<file path="config.mk">
export PLATFORM = sky130hd
export DESIGN_NAME = fetch_unit
export DESIGN_NICKNAME = d
export VERILOG_FILES = /design/src/rtl/fetch_pkg.sv /design/src/rtl/fetch_skid_buf.sv /design/src/rtl/fetch_unit.sv
export SDC_FILE = /design/constraint.sdc
export NUM_CORES = 1
export LEC_CHECK = 0
export BUFFER_PORTS_ARGS = -buffer_cell sky130_fd_sc_hd__buf_4
export CAP_MARGIN = 40
export CORE_ASPECT_RATIO = 1.25
export CORE_MARGIN = 2
export CORE_UTILIZATION = 35
export CTS_CLUSTER_DIAMETER = 150
export DETAILED_ROUTE_END_ITERATION = 8
export PLACE_DENSITY = 0.58
export SLEW_MARGIN = 5
export SYNTH_ARGS = -nofsm -noshare
export SYNTH_HDL_FRONTEND = slang
export SYNTH_SLANG_ARGS = --single-unit
</file>
<file path="constraint.sdc">
create_clock -name clk -period 5.1 [get_ports clk]
set_input_delay 0.765 -clock clk [delete_from_list [all_inputs] [get_ports clk]]
set_output_delay 0.765 -clock clk [all_outputs]
set_load 0.005 [all_outputs]
</file>
<file path="src/rtl/fetch_pkg.sv">
// fetch_pkg: shared types and constants for the instruction-fetch stage.
//   ADDR_W   - program-counter / memory-address width
//   INSTR_W  - instruction word width
//   PC_INC   - sequential fetch stride in bytes
//   fetch_state_t - request-port FSM states
//   fetch_entry_t - one captured fetch result {instr, pc, valid}
package fetch_pkg;

  localparam int ADDR_W  = 64;
  localparam int INSTR_W = 32;
  localparam logic [ADDR_W-1:0] PC_INC = 64'd4;

  typedef enum logic [1:0] {
    IDLE  = 2'd0,
    BUSY  = 2'd1,
    DRAIN = 2'd2
  } fetch_state_t;

  typedef struct packed {
    logic [INSTR_W-1:0] instr;
    logic [ADDR_W-1:0]  pc;
    logic               valid;
  } fetch_entry_t;

  // Sequential successor address; wraps silently modulo 2^ADDR_W.
  function automatic logic [ADDR_W-1:0] next_pc(input logic [ADDR_W-1:0] pc);
    return pc + PC_INC;
  endfunction

endpackage

</file>
<file path="src/rtl/fetch_skid_buf.sv">
// fetch_skid_buf: one-entry holding register that catches a fetch response
// arriving while the output slot is occupied and stalled.
// Ports:
//   i_clk    - clock
//   i_rst_n  - asynchronous active-low reset (clears the valid bit)
//   i_load   - capture i_entry
//   i_entry  - entry to capture
//   i_unload - entry consumed by the output slot
//   i_clear  - discard the entry (redirect); wins over load/unload
//   o_entry  - current contents
module fetch_skid_buf
  import fetch_pkg::*;
(
  input  logic         i_clk,
  input  logic         i_rst_n,
  input  logic         i_load,
  input  fetch_entry_t i_entry,
  input  logic         i_unload,
  input  logic         i_clear,
  output fetch_entry_t o_entry
);

  logic               r_valid;
  logic [INSTR_W-1:0] r_instr;
  logic [ADDR_W-1:0]  r_pc;

  always_ff @(posedge i_clk or negedge i_rst_n) begin
    if (!i_rst_n) begin
      r_valid <= 1'b0;
    end else if (i_clear) begin
      r_valid <= 1'b0;
    end else if (i_load) begin
      r_valid <= i_entry.valid;
    end else if (i_unload) begin
      r_valid <= 1'b0;
    end
  end

  // Payload needs no reset: it is only observed while r_valid is set.
  always_ff @(posedge i_clk) begin
    if (i_load) begin
      r_instr <= i_entry.instr;
      r_pc    <= i_entry.pc;
    end
  end

  assign o_entry = '{instr: r_instr, pc: r_pc, valid: r_valid};

endmodule

</file>
<file path="src/rtl/fetch_unit.sv">
// fetch_unit: instruction-fetch stage feeding the IF/ID pipeline register.
// Owns the PC, drives a request/ready instruction-memory port, absorbs
// stalls with a one-entry skid buffer and redirects on taken branches.
// Ports:
//   clk, reset (async, active-low)
//   stall                  - hold current outputs unchanged
//   br_taken, br_target    - redirect request and address
//   imem_req, imem_addr    - fetch request (held stable until transfer)
//   imem_ready, imem_rdata - response handshake and data
//   instruction, currPC, pc_plus4 - output slot contents
//   IF_ID_flush            - IF/ID must capture a bubble
// Optional feature macro FETCH_PERF_CNT_EN adds saturating counters
//   perf_fetches (accepted, non-dropped transfers) and
//   perf_bubbles (cycles with IF_ID_flush high).
module fetch_unit
  import fetch_pkg::*;
#(
  parameter logic [ADDR_W-1:0] RESET_PC = 64'd0
) (
  input  logic               clk,
  input  logic               reset,
  input  logic               stall,
  input  logic               br_taken,
  input  logic [ADDR_W-1:0]  br_target,
  output logic               imem_req,
  output logic [ADDR_W-1:0]  imem_addr,
  input  logic               imem_ready,
  input  logic [INSTR_W-1:0] imem_rdata,
  output logic [INSTR_W-1:0] instruction,
  output logic [ADDR_W-1:0]  currPC,
  output logic [ADDR_W-1:0]  pc_plus4,
  output logic               IF_ID_flush
`ifdef FETCH_PERF_CNT_EN
  ,
  output logic [31:0]        perf_fetches,
  output logic [31:0]        perf_bubbles
`endif
);

  fetch_state_t       r_state, w_state_nxt;
  logic [ADDR_W-1:0]  r_pc_q, w_pc_nxt;
  logic [ADDR_W-1:0]  r_addr_q, w_addr_nxt;

  logic               r_valid_q;
  logic [INSTR_W-1:0] r_instr_q;
  logic [ADDR_W-1:0]  r_cpc_q;
  logic [ADDR_W-1:0]  r_pc4_q;

  logic               w_xfer;
  logic               w_accept;
  logic               w_slot_free;
  logic               w_to_slot;
  logic               w_to_skid;
  logic               w_unload;
  fetch_entry_t       w_skid_in;
  fetch_entry_t       w_skid;

  assign imem_req  = (r_state == BUSY) || (r_state == DRAIN);
  assign imem_addr = r_addr_q;

  assign w_xfer      = imem_req && imem_ready;
  // Only a BUSY transfer without a simultaneous redirect carries live data.
  assign w_accept    = w_xfer && (r_state == BUSY) && !br_taken;
  assign w_slot_free = !r_valid_q || !stall;
  assign w_to_slot   = w_accept && w_slot_free;
  assign w_to_skid   = w_accept && !w_slot_free;
  assign w_unload    = !stall && w_skid.valid && !br_taken;
  assign w_skid_in   = '{instr: imem_rdata, pc: r_addr_q, valid: 1'b1};

  fetch_skid_buf u_skid (
    .i_clk    (clk),
    .i_rst_n  (reset),
    .i_load   (w_to_skid),
    .i_entry  (w_skid_in),
    .i_unload (w_unload),
    .i_clear  (br_taken),
    .o_entry  (w_skid)
  );

  // ---- request FSM: state, issue address, next PC ----
  always_ff @(posedge clk or negedge reset) begin
    if (!reset) begin
      r_state  <= IDLE;
      r_pc_q   <= RESET_PC;
      r_addr_q <= RESET_PC;
    end else begin
      r_state  <= w_state_nxt;
      r_pc_q   <= w_pc_nxt;
      r_addr_q <= w_addr_nxt;
    end
  end

  always_comb begin
    w_state_nxt = r_state;
    w_pc_nxt    = r_pc_q;
    w_addr_nxt  = r_addr_q;
    unique case (r_state)
      IDLE: begin
        if (br_taken) begin
          w_pc_nxt = br_target;
        end else if (!w_skid.valid) begin
          w_addr_nxt  = r_pc_q;
          w_pc_nxt    = next_pc(r_pc_q);
          w_state_nxt = BUSY;
        end
      end
      BUSY: begin
        if (w_xfer) begin
          if (br_taken) begin
            // Response is stale; reissue straight at the target.
            w_addr_nxt = br_target;
            w_pc_nxt   = next_pc(br_target);
          end else if (w_to_skid) begin
            // Skid just filled: stop requesting until it drains.
            w_state_nxt = IDLE;
          end else begin
            w_addr_nxt = r_pc_q;
            w_pc_nxt   = next_pc(r_pc_q);
          end
        end else if (br_taken) begin
          // Request must stay stable; remember the target and drop the reply.
          w_pc_nxt    = br_target;
          w_state_nxt = DRAIN;
        end
      end
      DRAIN: begin
        if (w_xfer) begin
          if (br_taken) begin
            w_addr_nxt = br_target;
            w_pc_nxt   = next_pc(br_target);
          end else begin
            w_addr_nxt = r_pc_q;
            w_pc_nxt   = next_pc(r_pc_q);
          end
          w_state_nxt = BUSY;
        end else if (br_taken) begin
          w_pc_nxt = br_target;
        end
      end
      default: w_state_nxt = IDLE;
    endcase
  end

  // ---- output slot: skid first, then new response, else bubble ----
  always_ff @(posedge clk or negedge reset) begin
    if (!reset) begin
      r_valid_q <= 1'b0;
      r_instr_q <= '0;
      r_cpc_q   <= '0;
      r_pc4_q   <= '0;
    end else if (br_taken) begin
      r_valid_q <= 1'b0;
    end else if (w_unload) begin
      r_valid_q <= 1'b1;
      r_instr_q <= w_skid.instr;
      r_cpc_q   <= w_skid.pc;
      r_pc4_q   <= next_pc(w_skid.pc);
    end else if (w_to_slot) begin
      // Also taken under stall when the slot holds a bubble.
      r_valid_q <= 1'b1;
      r_instr_q <= imem_rdata;
      r_cpc_q   <= r_addr_q;
      r_pc4_q   <= next_pc(r_addr_q);
    end else if (!stall) begin
      r_valid_q <= 1'b0;
    end
  end

  assign instruction = r_instr_q;
  assign currPC      = r_cpc_q;
  assign pc_plus4    = r_pc4_q;
  assign IF_ID_flush = !r_valid_q || br_taken;

`ifdef FETCH_PERF_CNT_EN
  logic [31:0] r_perf_fetches;
  logic [31:0] r_perf_bubbles;

  // ---- saturating event counters ----
  always_ff @(posedge clk or negedge reset) begin
    if (!reset) begin
      r_perf_fetches <= '0;
      r_perf_bubbles <= '0;
    end else begin
      if (w_accept && (r_perf_fetches != '1)) r_perf_fetches <= r_perf_fetches + 32'd1;
      if (IF_ID_flush && (r_perf_bubbles != '1)) r_perf_bubbles <= r_perf_bubbles + 32'd1;
    end
  end

  assign perf_fetches = r_perf_fetches;
  assign perf_bubbles = r_perf_bubbles;
`endif

endmodule
</file>
# == Word-level counts from Yosys, hierarchy flattened ==
# Index checks and enable logic that the tools add are counted.
# word_totals
input_bits,101
word_cells,87
register_bits,388
# op_classes
n_eq_ne,13
bitwise_logic,1
mux,37
addsub,4
reduce_logical,22
# op_table
op,n
$mux W64,18
$pmux W64 S3,2
$add A64 B3 Y64 const B,4
$mux W32,2
$mux W2,7
$ne A3 B3 Y1 const B,4
$reduce_and A6 Y1,2
$ne A2 B2 Y1 const B,4
$logic_and A1 B1 Y1,7
$mux W1,7
$pmux W2 S3,1
$reduce_bool A3 Y1,2
$logic_not A1 Y1,4
$ne A4 B1 Y1 const B,1
$ne A4 B4 Y1 const B,1
$logic_or A1 B1 Y1,3
$ne A3 B2 Y1 const B,1
$reduce_and A3 Y1,1
$eq A2 B1 Y1 const B,1
$eq A2 B2 Y1 const B,1
$logic_not A2 Y1,1
$reduce_and A2 Y1,1
$reduce_bool A2 Y1,1
$not A1 Y1,1

# == Logic depth before layout (Yosys ltp) ==
# Gate-level depths: netlist (run 1).
# depth
depth_word,10
mapped_depth,19
ltp_nobuf,11

# == Modules after synthesis ==
# Synthesis (run 1) repeated with hierarchy kept, for this count alone.
# unflattened
cells_unflattened,2480
hier_area_um2,22514.1
# by_module_without_submodules
mod,area_per_inst_um2,cells_each,n_inst
fetch_unit,19581.3,2379,1
fetch_skid_buf,2932.8,101,1

# == Worst setup path before layout (run 1) ==
# No wires, ideal clock.
# synth_timing
path_type,input port to flip-flop
from,in br_taken
to,"reg r_pc4_q[42], in the netlist pc_plus4[42]"
setup_slack_ps,450
arrival_ps,4520
stages,18
path_buffers,7
setup_ps,130
cell_sequence,nor3b_1 > buf_2 > buf_4 > buf_4 > buf_4 > buf_2 > buf_2 > buf_2 > nand2_1 > nand2_1 > ha_1 > nand4_1 > nor4b_1 > o22ai_2 > or4_1 > nor3_1 > xor2_1 > o21ai_1
# synth_between
elab_chain_cells,5
elab_cells_between_ends,8
classes_between,1 x mux; 1 x bitwise; 6 x reduce/logical
# synth_lines
element,line_no,source
from (decl),fetch_unit.sv:23,"input logic br_taken,"
$logic_not A1 Y1,"fetch_unit.sv:63, fetch_unit.sv:67",
$logic_and A1 B1 Y1,fetch_unit.sv:63,assign w_accept = w_xfer && (r_state == BUSY) && !br_taken;
$logic_and A1 B1 Y1,fetch_unit.sv:65,assign w_to_slot = w_accept && w_slot_free;
$reduce_bool A2 Y1 (no line),--,
$reduce_and A2 Y1 (no line),--,
to (signal assigned),fetch_unit.sv:157,r_pc4_q <= next_pc(w_skid.pc);
to (signal assigned),fetch_unit.sv:163,r_pc4_q <= next_pc(r_addr_q);
to (decl),fetch_unit.sv:47,logic [ADDR_W-1:0] r_pc4_q;
# Parallel ways exist; a longest one is shown, timed or not.
# A chain may end at the register's enable or synchronous reset.

# == Worst setup path after layout (run 1) ==
# layout_timing
from,reg u_skid.r_valid
to,"reg r_pc4_q[62], in the netlist pc_plus4[62]"
# layout_between
elab_chain_cells,4
elab_cells_between_ends,5
classes_between,1 x mux; 4 x reduce/logical
# layout_lines
element,line_no,source
from (decl),fetch_skid_buf.sv:23,logic r_valid;
from (signal assigned),fetch_skid_buf.sv:33,r_valid <= i_entry.valid;
$logic_and A1 B1 Y1 * (2 in series),fetch_unit.sv:67,assign w_unload = !stall && w_skid.valid && !br_taken;
$reduce_bool A2 Y1 (no line),--,
$reduce_and A2 Y1 (no line),--,
# Mark *: on every way between the ends. The rest lies on a longest branch, timed or not.

==> impl_metrics.yaml, run 1 <==
placed_design:
  post-place-cells: 3420
  detailed_place_hpwl_um: 58100
  gp_congestion: 0.945
  placement.io_buffers: 326
  placement.setup.worst_slack_ps: 1020
  post_dp_cell_area_um2: 24900
critical_path:
  critical-path-max-stage-delay_ps: 790
  setup.worst_path.start_class: "register"
  end_kind: "register"
  critical_path_cell_list: "nor3b_2, buf_4, nand2_1, nand2_1, ha_1, nand4_1, nor4b_1, o22ai_2, nor4_2, nand4_1, xnor2_1, o21ai_0"
  crit_fanout: 10
  worst-endpoint-required_ps: 5530
  path_class: "reg -> reg"
  critPathSlowestCell: "sky130_fd_sc_hd__nor4_2"
  reg2reg_slack_ps: 1470
  worst_r2r_path_depth: 12
  arrival_worst_endpoint_ps: 4050
clocking:
  cts_inserted_buffers: 42
  post_cts_resize_count: 0
  cts_tree: "built"
  post_cts.repair.setup_buffers: 0
  clk_path_buf_depth: 3
  root_buffer: "sky130_fd_sc_hd__clkbuf_16"
  holdBufCountCts: 0
  clk_pin_slew_worst_paths_ps: 70
  cts-htree-levels: 2
  worstSkewPairLatency_ps: 570
  clock_sink_count: 386
sta:
  final-hold-violation-count: 0
  total_negative_slack_ps: 0
  fin_skew_ps: 27.9
  max_clock_freq_mhz: 276
  setup_viol: 0
  final.period_utilization_pct: 71.1
  worst_slew_margin_relative_to_its_limit_pct: 31.8
  period_minus_slack_ps: 3630
  worst_pin_slew_ps: 1020
  final.setup.worst_slack_ps: 1470
  hold-worst-slack_ps: 283
  grt_setup_unrepaired: "no"
  report.final.slew_viol_count: 0
drt:
  wl_met2_um: 38400
  firstDrtPassIters: 8
  met3_length_um: 5510
  drt-total-wl_um: 80400
  post-route-drc-count: 0
  top_signal_layer_used: "met4"
  route.vias.total: 19700
  drt_first_iter_violations: 1852
  detail_route.vias_per_cell: 5.63
  route.antenna.remaining_nets: 0
  met1_length_um: 33300
  routed_wire_length_per_instance_um: 23.0
finish:
  layout.core_utilization_pct: 43.2
  most_frequent_cells_in_the_layout: "sky130_fd_sc_hd__buf_4 (365), sky130_fd_sc_hd__nand2_1 (363), sky130_fd_sc_hd__dfrtp_1 (290)"
  post-route-cell-area_um2: 26300
  count_of_inserted_antenna_diode_cells: 0
  layout-area-overhead-vs-synth_pct: 21.8
  post_route_cells_drive_above_1_share_pct: 18.3
  design.final.nets: 2749
  final_common_cell: "sky130_fd_sc_hd__buf_4"
  stdcell_count: 3497
yosys:
  syn_nets: 2500
  dominantRegCellSynth: "sky130_fd_sc_hd__dfrtp_1"
  number_of_enable_type_register_cells_in_the_synthesized_netlist: 96
  synth_area_leaders: "sky130_fd_sc_hd__dfrtp_1 (34%), sky130_fd_sc_hd__edfxtp_1 (13%), sky130_fd_sc_hd__nand2_1 (6.3%)"
  netlist_instances: 2391
  syn-mean-instance-area_um2: 9.03
  synth-seq-area-share_pct: 47.0
  synth.largest_area_cell: "sky130_fd_sc_hd__dfrtp_1"
  post-synth-top-area-fraction_pct: 33.6
  synthesis.yosys.warnings: 0
  yosysUniqueCellTypes: 92
  ys_ff_latch: 386
  async_flop_share_pct: 75.1
  synth.cell_area_um2: 21600
status:
  status: "finished clean"
floorplan:
  num_rows: 101
  die_w_um: 226
  num_io_pins: 327
  core_area_um2: 60900
  die_area_um2: 63700
  die-height_um: 282
  initial_core_util_pct: 35.4
pwr:
  power.leakage_nw: 11.0
  overall_power_mw: 15.4
  power.ir.vdd_worst_mv: 0.356
  power-per-cell-area_nw_per_um2: 585
run:
  maxCapViolCount: 0
global_route:
  grt_first_pass_wirelength_um: 121000
  global_route.overflow_total: 0
  via_count_of_the_first_global_routing_pass: 19100
  number_of_antenna_violations_at_the_first_check_in_global_routing: 0
  grt.total_usage_pct: 24.8
  largest_net_degree_at_the_start_of_global_routing: 129
min_path:
  worstHoldPathType: "in -> async"
[critical path: cells and delay by family (launching register included)]
family | cells | cell delay (ps)
simple gates | 7 | 1970
flops | 1 | 490
compound gates | 2 | 410
fa+ha+maj | 1 | 220
buf+inv | 1 | 200
xor+xnor | 1 | 190
[cells by family after synthesis]
| kind of cell | count (synthesis) | share of synthesized area (%) |
|---|---|---|
| fa+ha+maj | 8 | 0.464 |
| xor+xnor | 126 | 5.11 |
| simple gates | 1007 | 22.2 |
| buf+inv | 197 | 3.83 |
| compound gates | 536 | 15.3 |
| mux | 131 | 6.10 |
| flops | 386 | 47.0 |
[where the power goes]
group	switching, mW	internal (mW)
clock	1.30	1.88
sequential	1.46	4.36
combinational	3.59	2.79
[layer usage]
metal,global-route usage (%),up-vias
li1,-,9159
met1,32.6,9582
met2,40.9,780
met3,4.04,177
met4,10.1,0
met5,0,-
[state kept, by name, indices dropped and copies added (netlist names)]
signal and count:
imem_addr 64, r_state 2, u_skid.r_pc 64, u_skid.r_instr 32
r_pc_q 64, currPC 64, u_skid.r_valid 1, r_valid_q 1
instruction 32, pc_plus4 62
[final cells by class]
type                    count  area, um^2
clock buffers              66        1240
flip-flops and latches    386       10100
multi-input cells        1808       10700
inverters                  26        97.6
clock inverters            11         169
well taps                 824        1030
fillers                  6000       34600
repair buffers            376        2930
[worst paths after layout]
| kind | start | endpoint |
|---|---|---|
| max | u_skid.r_valid | pc_plus4[62] |
| min | reset | r_pc_q[46] |
| max reg2reg | u_skid.r_valid | pc_plus4[62] |
| min reg2reg | pc_plus4[33] | pc_plus4[33] |
| max in group asynchronous | reset | currPC[28] |
| min in group clk | imem_rdata[6] | u_skid.r_instr[6] |
[Yosys cell counts (7+ instances only)]
library cell / n
sky130_fd_sc_hd__a211oi_1: 8
sky130_fd_sc_hd__a21o_1: 10
sky130_fd_sc_hd__a21oi_1: 136
sky130_fd_sc_hd__a221o_1: 7
sky130_fd_sc_hd__a22o_1: 10
sky130_fd_sc_hd__a22oi_1: 18
sky130_fd_sc_hd__a31oi_1: 55
sky130_fd_sc_hd__and2_1: 9
sky130_fd_sc_hd__and3_1: 40
sky130_fd_sc_hd__and4_1: 15
sky130_fd_sc_hd__buf_1: 16
sky130_fd_sc_hd__buf_2: 21
sky130_fd_sc_hd__buf_4: 12
sky130_fd_sc_hd__clkbuf_1: 120
sky130_fd_sc_hd__dfrtp_1: 290
sky130_fd_sc_hd__edfxtp_1: 96
sky130_fd_sc_hd__ha_1: 8
sky130_fd_sc_hd__inv_1: 26
sky130_fd_sc_hd__mux2i_1: 126
sky130_fd_sc_hd__nand2_1: 364
sky130_fd_sc_hd__nand3_1: 109
sky130_fd_sc_hd__nand4_1: 71
sky130_fd_sc_hd__nor2_1: 230
sky130_fd_sc_hd__nor3_1: 73
sky130_fd_sc_hd__nor4_1: 29
sky130_fd_sc_hd__o211ai_1: 10
sky130_fd_sc_hd__o21ai_0: 169
sky130_fd_sc_hd__o221ai_1: 12
sky130_fd_sc_hd__o22ai_1: 22
sky130_fd_sc_hd__o31ai_1: 9
sky130_fd_sc_hd__or2_2: 7
sky130_fd_sc_hd__or4_1: 9
sky130_fd_sc_hd__xnor2_1: 64
sky130_fd_sc_hd__xor2_1: 62
(Power assumes the default switching activity.)
==> run 2: changes to the inputs <==
clock period = 3.8 ns   (was 5.1 ns; I/O delays follow)
==> run 2 against run 1 <==
Effect of this change: sequential cell count did not move; cell area up 1.6%; global-route usage grew 0.24 points; setup slack got worse by 740 ps; cell count increased by 1.2%; total power rose by 36%; combinational power increased by 37%; non-clock buffer count is 41 higher; critical endpoint is now r_pc_q[63].
==> impl_metrics.yaml, run 2 (synthesis gave the netlist of run 1 again) <==
clocking:
  post_cts.repair.setup_buffers: 0
  clk_pin_slew_worst_paths_ps: 70
  clk_path_buf_depth: 3
  holdBufCountCts: 0
  cts_tree: "built"
  cts_inserted_buffers: 42
  cts-htree-levels: 2
  root_buffer: "sky130_fd_sc_hd__clkbuf_16"
  clock_sink_count: 386
  worstSkewPairLatency_ps: 570
  post_cts_resize_count: 0
drt:
  post-route-drc-count: 0
  drt-total-wl_um: 81400
  firstDrtPassIters: 5
  route.vias.total: 20100
  routed_wire_length_per_instance_um: 23.0
  route.antenna.remaining_nets: 0
  detail_route.vias_per_cell: 5.67
  drt_first_iter_violations: 1787
critical_path:
  critical_path_cell_list: "nand2_4, or4_1, nor4_4, nand4_1, or4_1, o211ai_2, a22o_1"
  crit_fanout: 10
  worst-endpoint-required_ps: 4310
  worst_r2r_path_depth: 7
  critical-path-max-stage-delay_ps: 740
  reg2reg_slack_ps: 730
  r2r-end: "r_pc_q[63]"
  r2r-start: "r_pc_q[4]"
  setup.worst_path.start_class: "register"
  end_kind: "register"
  crit_path_frequent_cell: "sky130_fd_sc_hd__or4_1"
  critPathSlowestCell: "sky130_fd_sc_hd__or4_1"
  arrival_worst_endpoint_ps: 3580
  path_class: "reg -> reg"
sta:
  setup_viol: 0
  report.final.slew_viol_count: 0
  final.period_utilization_pct: 80.8
  grt_setup_unrepaired: "no"
  total_negative_slack_ps: 0
  max_clock_freq_mhz: 326
  final-hold-violation-count: 0
  period_minus_slack_ps: 3070
  worst_slew_margin_relative_to_its_limit_pct: 47.9
  fin_skew_ps: 17.2
  worst_pin_slew_ps: 774
  final.setup.worst_slack_ps: 731
pwr:
  power.leakage_nw: 11.3
  overall_power_mw: 20.9
  power.ir.vdd_worst_mv: 0.402
  power-per-cell-area_nw_per_um2: 782
floorplan:
  die-height_um: 282
  initial_core_util_pct: 35.4
  die_w_um: 226
  core_area_um2: 60900
  die_area_um2: 63700
  num_rows: 101
  num_io_pins: 327
finish:
  final_common_cell: "sky130_fd_sc_hd__buf_4"
  design.final.nets: 2790
  layout.core_utilization_pct: 43.9
  most_frequent_cells_in_the_layout: "sky130_fd_sc_hd__buf_4 (404), sky130_fd_sc_hd__nand2_1 (363), sky130_fd_sc_hd__dfrtp_1 (290)"
  post_route_cells_drive_above_1_share_pct: 20.0
  layout-area-overhead-vs-synth_pct: 23.8
  count_of_inserted_antenna_diode_cells: 0
  fillers: 6036
  post-route-cell-area_um2: 26700
run:
  maxCapViolCount: 0
placed_design:
  placement.setup.worst_slack_ps: 443
  detailed_place_hpwl_um: 58900
  placement.io_buffers: 326
  gp_congestion: 0.918
  post_dp_cell_area_um2: 25300
global_route:
  via_count_of_the_first_global_routing_pass: 19400
  largest_net_degree_at_the_start_of_global_routing: 98
  global_route.overflow_total: 0
  grt.total_usage_pct: 25.1
  number_of_antenna_violations_at_the_first_check_in_global_routing: 0
  grt_first_pass_wirelength_um: 122000
status:
  status: "finished clean"
min_path:
  worstHoldPathType: "in -> async"
## run 2: routing by layer
metal | vias to the layer above | GRT usage [%] | share of wire (%)
li1 | 9254 | - | -
met2 | 805 | 41.4 | 48
met5 | - | 0 | 0
met3 | 170 | 4.05 | 6.5
met1 | 9835 | 32.8 | 42
met4 | 0 | 10.1 | 4.0
## run 2: where the power goes
group	internal, mW	switching (mW)	total (mW)
Combinational	3.85	4.91	8.76
Sequential	5.84	1.97	7.81
Clock	2.51	1.81	4.32
Total	12.2	8.69	20.9
## run 2: worst max path at each step
stage,from,end,slack [ps],cells after the start
final,r_pc_q[4],r_pc_q[63],730,7
after global routing,u_skid.r_valid,pc_plus4[40],480,11
after CTS,u_skid.r_valid,pc_plus4[40],750,11
after detailed placement,br_taken,pc_plus4[40],440,12
after global placement,br_taken,pc_plus4[40],460,12
after floorplan,stall,pc_plus4[40],2,19
## run 2: layout make-up
class	instances	area [um^2]	area share, %
clock buffers	55	1190	4.46
clock inverters	23	254	0.951
inverters	26	97.6	0.365
multi-input cells	1808	10700	40.1
flip-flops and latches	386	10100	37.9
well taps	824	1030	3.86
repair buffers	417	3290	12.3
## run 2: stage by stage
| stage | hold WS (ps) | std cells |
|---|---|---|
| floorplan | 274 | 2391 |
| global placement | 468 | 3461 |
| detailed placement | 472 | 3461 |
| CTS | 37.6 | 3539 |
| global route | 59.8 | 3539 |
| finish | 29.9 | 3539 |
## run 2: worst max-delay path: cells and delay by family, from the launching register on
kind             cells  cell delay, ps
AO/OA/AOI/OAI        2             200
AND/OR/NAND/NOR      5            2230
flip-flops           1             550
